$ cat src/rtl/uart_pkg.sv
// uart_pkg: serial-frame state encodings and defaults shared by the UART transmitter and receiver.
package uart_pkg;
  localparam int CLKS_PER_BIT_DEF = 1085;
  typedef enum logic [1:0] {
    IDLE  = 2'd0,
    START = 2'd1,
    DATA  = 2'd2,
    STOP  = 2'd3
  } uart_state_t;
  function automatic int cnt_width(input int n);
    return (n > 1) ? $clog2(n) : 1;
  endfunction
endpackage

$ cat src/rtl/uart_tx_fifo.sv
// uart_tx_fifo: byte FIFO with wrap-around pointers and occupancy count; push while full is dropped.
module uart_tx_fifo #(
  parameter int DEPTH = 4
) (
  input  logic       clk,
  input  logic       rst,
  input  logic       push,
  input  logic       pop,
  input  logic [7:0] din,
  output logic [7:0] dout,
  output logic       full,
  output logic       empty
);
  localparam int AW = (DEPTH > 1) ? $clog2(DEPTH) : 1;
  logic [7:0]  mem [DEPTH];
  logic [AW-1:0] wr_ptr, rd_ptr;
  logic [AW:0]   count;
  logic          do_push, do_pop;
  assign full    = count == (AW+1)'(DEPTH);
  assign empty   = count == '0;
  assign do_push = push && !full;
  assign do_pop  = pop && !empty;
  assign dout    = mem[rd_ptr];
  always_ff @(posedge clk or negedge rst)
    if (!rst) begin
      wr_ptr <= '0;
      rd_ptr <= '0;
      count  <= '0;
    end else begin
      wr_ptr <= do_push ? wr_ptr + AW'(1) : wr_ptr;
      rd_ptr <= do_pop ? rd_ptr + AW'(1) : rd_ptr;
      count  <= count + (AW+1)'(do_push) - (AW+1)'(do_pop);
    end
  always_ff @(posedge clk)
    if (do_push) mem[wr_ptr] <= din;
endmodule

$ cat src/rtl/uart_tx.sv
// uart_tx: buffered 8N1 serialiser; txd is registered from the current state, so it lags the FSM by one clock.
module uart_tx
  import uart_pkg::*;
#(
  parameter int CLKS_PER_BIT = CLKS_PER_BIT_DEF,
  parameter int FIFO_DEPTH   = 4
) (
  input  logic       clk,
  input  logic       rst,
  input  logic [7:0] tx_data,
  input  logic       tx_valid,
  output logic       tx_ready,
  output logic       txd,
  output logic       tx_busy
);
  localparam int CW = cnt_width(CLKS_PER_BIT);
  uart_state_t   state, state_n;
  logic [CW-1:0] cnt, cnt_n;
  logic [2:0]    idx, idx_n;
  logic [7:0]    shift, shift_n, dout;
  logic          txd_n, pop, full, empty, last;
  uart_tx_fifo #(.DEPTH(FIFO_DEPTH)) u_fifo (
    .clk  (clk),
    .rst  (rst),
    .push (tx_valid),
    .pop  (pop),
    .din  (tx_data),
    .dout (dout),
    .full (full),
    .empty(empty)
  );
  assign tx_ready = !full;
  assign tx_busy  = (state != IDLE) || !empty;
  assign last     = cnt == CW'(CLKS_PER_BIT - 1);
  always_comb begin
    state_n = state;
    cnt_n   = last ? '0 : cnt + CW'(1);
    idx_n   = idx;
    shift_n = shift;
    pop     = 1'b0;
    txd_n   = (state == START) ? 1'b0 : (state == DATA) ? shift[idx] : 1'b1;
    case (state)
      IDLE: begin
        cnt_n = '0;
        if (!empty) begin
          pop     = 1'b1;
          shift_n = dout;
          state_n = START;
        end
      end
      START:
        if (last) begin
          state_n = DATA;
          idx_n   = '0;
        end
      DATA:
        if (last) begin
          state_n = (idx == 3'd7) ? STOP : DATA;
          idx_n   = (idx == 3'd7) ? idx : idx + 3'd1;
        end
      STOP:
        if (last) begin
          pop     = !empty;
          shift_n = empty ? shift : dout;
          state_n = empty ? IDLE : START;
        end
      default: begin
        state_n = IDLE;
        cnt_n   = '0;
        idx_n   = '0;
        txd_n   = 1'b1;
      end
    endcase
  end
  always_ff @(posedge clk or negedge rst)
    if (!rst) begin
      state <= IDLE;
      cnt   <= '0;
      idx   <= '0;
      shift <= '0;
      txd   <= 1'b1;
    end else begin
      state <= state_n;
      cnt   <= cnt_n;
      idx   <= idx_n;
      shift <= shift_n;
      txd   <= txd_n;
    end
endmodule

$ cat config.mk
export PLATFORM = sky130hd
export DESIGN_NAME = uart_tx
export DESIGN_NICKNAME = d
export VERILOG_FILES = /design/src/rtl/uart_pkg.sv /design/src/rtl/uart_tx_fifo.sv /design/src/rtl/uart_tx.sv
export SDC_FILE = /design/constraint.sdc
export NUM_CORES = 1
export LEC_CHECK = 0
export CORE_ASPECT_RATIO = 1.2
export CORE_MARGIN = 4
export CORE_UTILIZATION = 55
export CTS_CLUSTER_DIAMETER = 120
export DETAILED_ROUTE_END_ITERATION = 10
export PLACE_DENSITY = 0.74
export SYNTH_ARGS = -nofsm -noshare
export SYNTH_HDL_FRONTEND = slang
export SYNTH_SLANG_ARGS = --single-unit
export TNS_END_PERCENT = 5
$ cat constraint.sdc
create_clock -name clk -period 4.9 [get_ports clk]
set_input_delay 0.98 -clock clk [delete_from_list [all_inputs] [get_ports clk]]
set_output_delay 0.98 -clock clk [all_outputs]
set_load 0.01 [all_outputs]
Word-level counts from Yosys, hierarchy flattened
Memory sizes are Yosys's and may differ from the RTL's.
Cells that the tools add are included.
{"block": "totals", "ram_bits": 32, "elab_cells": 65, "out_inout_bits": 3, "memories": 1, "reg_bits": 32, "input_bits": 11}
{"memory": "u_fifo.mem", "depth": 4, "width": 8, "rd": 1, "rd_ports_with_merged_regs": 0, "wr": 1, "line_no": "uart_tx_fifo.sv:15", "rtl": "logic [7:0] mem [DEPTH];"}
{"block": "classes", "addsub": 6, "reduce_logical": 13, "eq_ne": 11, "magnitude_cmp": 1, "mux": 25}
{"cell": "11-bit two-way mux", "count": 2}
{"cell": "8-bit two-way mux", "count": 2}
{"cell": "8-bit one-hot mux with 2 select lines", "count": 1}
{"cell": "11-bit by 1-bit adder with 11-bit output (second input constant)", "count": 1}
{"cell": "11-bit == test (second input constant)", "count": 1}
{"cell": "2-bit != test (second input constant)", "count": 5}
{"cell": "1-bit two-way mux", "count": 9}
{"cell": "3-bit two-way mux", "count": 3}
{"cell": "2-bit two-way mux", "count": 4}
{"cell": "2-bit one-hot mux with 4 select lines", "count": 1}
{"cell": "4-bit AND reduction", "count": 2}
{"cell": "3-bit == test (second input constant)", "count": 2}
{"cell": "3-bit one-hot mux with 2 select lines", "count": 1}
{"cell": "2-bit nonzero test", "count": 3}
{"cell": "2-bit by 1-bit adder with 2-bit output (second input constant)", "count": 2}
{"cell": "2-bit == test (second input constant)", "count": 2}
{"cell": "3-bit by 4-bit < comparator with 1-bit output (second input constant)", "count": 1}
{"cell": "3-bit by 1-bit adder with 3-bit output", "count": 1}
{"cell": "3-bit by 1-bit adder with 3-bit output (second input constant)", "count": 1}
{"cell": "1-bit binary-select mux with 3-bit select", "count": 1}
{"cell": "3-bit zero test", "count": 1}
{"cell": "3-bit by 1-bit subtractor with 3-bit output", "count": 1}
{"cell": "2-bit by 1-bit == test with 1-bit output (second input constant)", "count": 1}
{"cell": "1-bit logical AND", "count": 2}
{"cell": "other kinds (5)", "count": 6}

Depth between registers and ports, before layout
{"block": "depth", "depth_word": 6, "depth_mapped": 11, "mapped_depth_nobuf": 11}

Cells and area by module
From an unflattened synthesis, not the netlist that was laid out.
{"block": "unflattened", "cells_unflattened": 196, "area_unflattened_um2": 2982.9}
{"mod": "uart_tx_fifo", "cells_each": 83, "seq_area_each_um2": 1136.1, "area_per_inst_um2": 1622.8, "instances": 1}
{"mod": "uart_tx", "cells_each": 113, "seq_area_each_um2": 626.9, "area_per_inst_um2": 1360.1, "instances": 1}

Worst setup path before layout
OpenSTA, ideal clock, no wires.
{"block": "synth_path", "kind": "reg2reg", "from": "register cnt[0]", "to": "register u_fifo.count[2]", "arrival_time_ps": 2245, "period_less_slack_ps": 2368, "path_stages_with_launch": 12, "setup_ps": 123, "required_time_ps": 4777, "path_buffers": 0, "path_slack_ps": 2532, "path_cell_list": "dfrtp_1 -> inv_1 -> ha_1 -> and2_1 -> and4_4 -> o21a_1 -> ha_1 -> inv_1 -> ha_1 -> fa_1 -> xnor2_1 -> xnor2_1"}
{"block": "synth_between", "elab_chain_cells": 5}
{"item": "start: declaration", "line_no": "uart_tx.sv:18", "rtl": "logic [CW-1:0] cnt, cnt_n;"}
{"item": "start signal: assignment", "line_no": "uart_tx.sv:84", "rtl": "cnt <= cnt_n;"}
{"item": "11-bit == test", "line_no": "uart_tx.sv:34", "rtl": "assign last = cnt == CW'(CLKS_PER_BIT - 1);"}
{"item": "1-bit two-way mux", "line_no": "uart_tx.sv:62", "rtl": "if (last) begin"}
{"item": "1-bit one-hot mux with 2 select lines", "line_no": "uart_tx.sv:42", "rtl": "case (state)"}
{"item": "1-bit logical AND", "line_no": "uart_tx_fifo.sv:22", "rtl": "assign do_pop = pop && !empty;"}
{"item": "via u_fifo.do_pop", "line_no": "uart_tx_fifo.sv:18", "rtl": "logic do_push, do_pop;"}
{"item": "3-bit by 1-bit subtractor with 3-bit output", "line_no": "uart_tx_fifo.sv:32", "rtl": "count <= count + (AW+1)'(do_push) - (AW+1)'(do_pop);"}
{"item": "end signal: assignment", "line_no": "uart_tx_fifo.sv:32"}
{"item": "end: declaration", "line_no": "uart_tx_fifo.sv:17", "rtl": "logic [AW:0] count;"}
The timed path passes the listed nets, and every way through them passes these cells.
A chain may end at the register's enable or synchronous reset.

Worst setup path after layout
{"block": "layout_path", "from": "register state[0]", "to": "output tx_busy"}
{"block": "layout_between", "elab_chain_cells": 2}
{"item": "start: declaration", "line_no": "uart_tx.sv:17", "rtl": "uart_state_t state, state_n;"}
{"item": "start signal: assignment", "line_no": "uart_tx.sv:83", "rtl": "state <= state_n;"}
{"item": "2-bit nonzero test", "line_no": "uart_tx.sv:33", "rtl": "assign tx_busy = (state != IDLE) || !empty;"}
{"item": "1-bit logical OR", "line_no": "uart_tx.sv:33"}
{"item": "end: declaration", "line_no": "uart_tx.sv:14", "rtl": "output logic tx_busy"}
No other way between the ends.

==> results.json <==
{
  "cts_tree": "built",
  "p_int_w": 0.00136,
  "wire_per_inst_um": 17.0,
  "tightest_slew_ps": 615,
  "synth_area_leader_cell": "edfxtp_1",
  "multi_input_area_um2": 1030,
  "synthesis.nets": 217,
  "numPortBuffers": 13,
  "ys_seq_area_share_pct": 61.3,
  "critPathMaxStageDelay_ps": 540,
  "ant_nets": 0,
  "ctsHoldBuffers": 0,
  "status": "completed",
  "first_pass_iters": 5,
  "path_clk_slew_ps": 70,
  "worstHoldPathType": "flop to flop",
  "cellLeakagePower_nw": 1.34,
  "synth_edf_count": 32,
  "grt_usage_pct": 17.1,
  "ioPinCount": 14,
  "dieArea_um2": 6450,
  "cts.repair.resized": 0,
  "maxSlewHeadroom_pct": 59.0,
  "vias_per_cell": 5.60,
  "layout-drive-gt1-share_pct": 20.8,
  "synth-main-ff-cell": "edfxtp_1",
  "design_area_um2": 3290,
  "fin_tns_setup_ps": 0,
  "fill_cells": 350,
  "ys_warn_count": 0,
  "netlist_area_um2": 2870,
  "synth_cell_types": 39,
  "post_cts_buffers": 0,
  "root_buffer": "clkbuf_8",
  "critPathBufInv": 2,
  "start_util_pct": 57.4,
  "cp_cell_sequence": "inv_1, ha_1, nand2_1, clkdlybuf4s50_1",
  "comb_power_share_pct": 28.6,
  "cp-start-kind": "flop",
  "postSynth.asyncResetShare_pct": 50.0,
  "die_y_um": 87.2,
  "fin_crit_ps": 2730,
  "seqPwrFrac_pct": 43.4,
  "crit_type": "flop to output pin",
  "max_freq_mhz": 367,
  "die-width_um": 74.0,
  "cts.path.max_buffers": 2,
  "drv_slew": 0,
  "wl_mm": 4.70,
  "grt_pass1_vias": 1719,
  "finalHoldViolCount": 0,
  "rows": 28,
  "arrival_ps": 1750,
  "grt_overflow": 0,
  "rsz0062_at_grt": "no",
  "power_density_nw_per_um2": 589,
  "switching_share_pct": 30.0,
  "setup_slack_ps": 2170,
  "crit_family": "buffers and inverters",
  "dp_slack_ps": 2140,
  "nets": 237,
  "hpwlAfterDp_mm": 3.36,
  "power.share.clock_pct": 28.0,
  "post-route-drc-count": 0,
  "synthTopCellsByArea": "edfxtp_1 (33%), dfrtp_1 (27%), mux4_2 (7.8%)",
  "endpoint_kind": "output pin",
  "clock_latency_ps": 330,
  "grt_pass1_wl_mm": 7.92,
  "syn-mean-instance-area_um2": 15.0,
  "period_share_pct": 55.6,
  "antenna_found_initial": 0,
  "numCtsBuffers": 9,
  "switching_power_w": 0.000581,
  "regArea_um2": 1760,
  "maxCapViolCount": 0,
  "htreeDepth": 3,
  "skew_ps": 6.71,
  "slowest_stage": "clkdlybuf4s50_1",
  "synth_top_area_share_pct": 33.4,
  "cp.required_ps": 3920,
  "drtIter0Drc": 74,
  "grt_start_max_net_pins": 33,
  "clkSinkCount": 64,
  "core_um2": 5010,
  "ys_ff_latch": 64,
  "vias": 1546,
  "syn_inst": 191,
  "irDropWorstVdd_mv": 0.288,
  "syn_to_final_growth_pct": 14.6,
  "antenna_cells": 0,
  "placed_area_um2": 3050,
  "globalplace.congestion": 0.769,
  "finalSetupViolCount": 0,
  "cp_max_fo": 6
}
-- cell families after synthesis --
kind of cell / share of synthesized area (%)
compound gates: 3.53
xor+xnor: 4.27
fa+ha+maj: 6.79
buf+inv: 2.83
flops: 61.3
mux: 12.1
simple gates: 9.14
-- flip-flops by register name, summed over array words and instances, names as in the netlist --
register       flops
u_fifo.mem        32
u_fifo.count       3
state              2
idx                3
u_fifo.wr_ptr      2
u_fifo.rd_ptr      2
shift              8
txd                1
cnt               11
-- worst reg2reg max path: stages (launching register included) --
cell and delay, ps:
dfrtp_1 410, inv_1 60, ha_1 180, and2_1 140, and4_4 180, o21a_1 190, ha_1 280, inv_1 40
ha_1 200, fa_1 410, xnor2_1 190, xnor2_1 150
-- metal layers --
layer | up-vias | share of wire (%) | track usage [%]
li1 | 739 | - | -
met1 | 776 | 41 | 18.8
met3 | 10 | 3.0 | 5.20
met2 | 21 | 53 | 29.5
met4 | 0 | 2.5 | 8.73
met5 | - | 0 | 0
-- cell type report --
cell class              count  area share (%)
multi-input cells         110            31.3
well taps                  60            2.28
clock buffers               9            3.76
flip-flops and latches     64            53.5
inverters                  12            1.37
repair buffers             14            4.18
clock inverters             7            3.65
-- stage by stage --
| step | hold slack [ps] | power (W) | cells | utilization (%) |
|---|---|---|---|---|
| 6_report | 514 | 0.00194 | 276 | 65.8 |
| 3_3_place_gp | 486 | 0.00136 | 260 | 60.9 |
| 4_1_cts | 515 | 0.00197 | 276 | 65.8 |
| 2_1_floorplan | 474 | 0.00126 | 191 | - |
| 5_1_grt | 541 | 0.00207 | 276 | 65.8 |
| 3_5_place_dp | 502 | 0.00142 | 260 | 60.9 |
-- placed cells by master, fill, tap and decap left out, types with 2 or more instances in the layout --
cell,instances
o21a_1,2
nand2_1,4
mux4_2,10
clkbuf_8,9
and3_2,2
and4_4,2
clkinv_4,2
and3_1,6
a21oi_1,2
edfxtp_1,32
bufinv_16,3
nand3_1,4
inv_1,12
clkdlybuf4s50_1,13
mux2_2,10
a22o_1,2
ha_1,14
nor2_1,14
xor2_1,6
dfrtp_1,31
xnor2_1,8
nand4_1,3
nor2b_1,2
nor3_1,4
-- cells in the mapped netlist, types with 2 or more instances --
cell      number
nor3_1         4
edfxtp_1      32
inv_1         12
and4_4         2
buf_2          2
nand3_1        4
o21a_1         2
nor2b_1        2
a21oi_1        2
mux2_2        10
nand2_1        4
buf_6          2
a22o_1         2
xor2_1         6
and3_2         2
nand4_1        3
and3_1         6
ha_1          14
dfrtp_1       31
nor2_1        14
xnor2_1        8
mux4_2        10
-- final timing paths --
path                                      startpoint                   endpoint  slack (ps)  cells past startpoint
worst max-delay path            state[0]$_DFFE_PN0P_                    tx_busy        2170                      4
worst min-delay path                cnt[0]$_DFF_PN0_           cnt[0]$_DFF_PN0_         510                      1
worst max register to register      cnt[0]$_DFF_PN0_  u_fifo.count[2]$_DFF_PN0_        2380                     11
worst min register to register      cnt[0]$_DFF_PN0_           cnt[0]$_DFF_PN0_         510                      1
max in group asynchronous                        rst              txd$_DFF_PN1_        3520                      2
min in group asynchronous                        rst           cnt[6]$_DFF_PN0_        1050                      2
-- power groups by stage --
| stage | Sequential [W] | Clock (W) | Combinational, W |
|---|---|---|---|
| finish | 0.000841 | 0.000544 | 0.000554 |
| global route | 0.000861 | 0.000584 | 0.000622 |
| CTS | 0.000844 | 0.000557 | 0.000568 |
| detailed placement | 0.000855 | 0 | 0.000563 |
| global placement | 0.000839 | 0 | 0.000524 |
| floorplan | 0.000792 | 0 | 0.000471 |
Note: power is estimated with default switching activity, not from simulation.
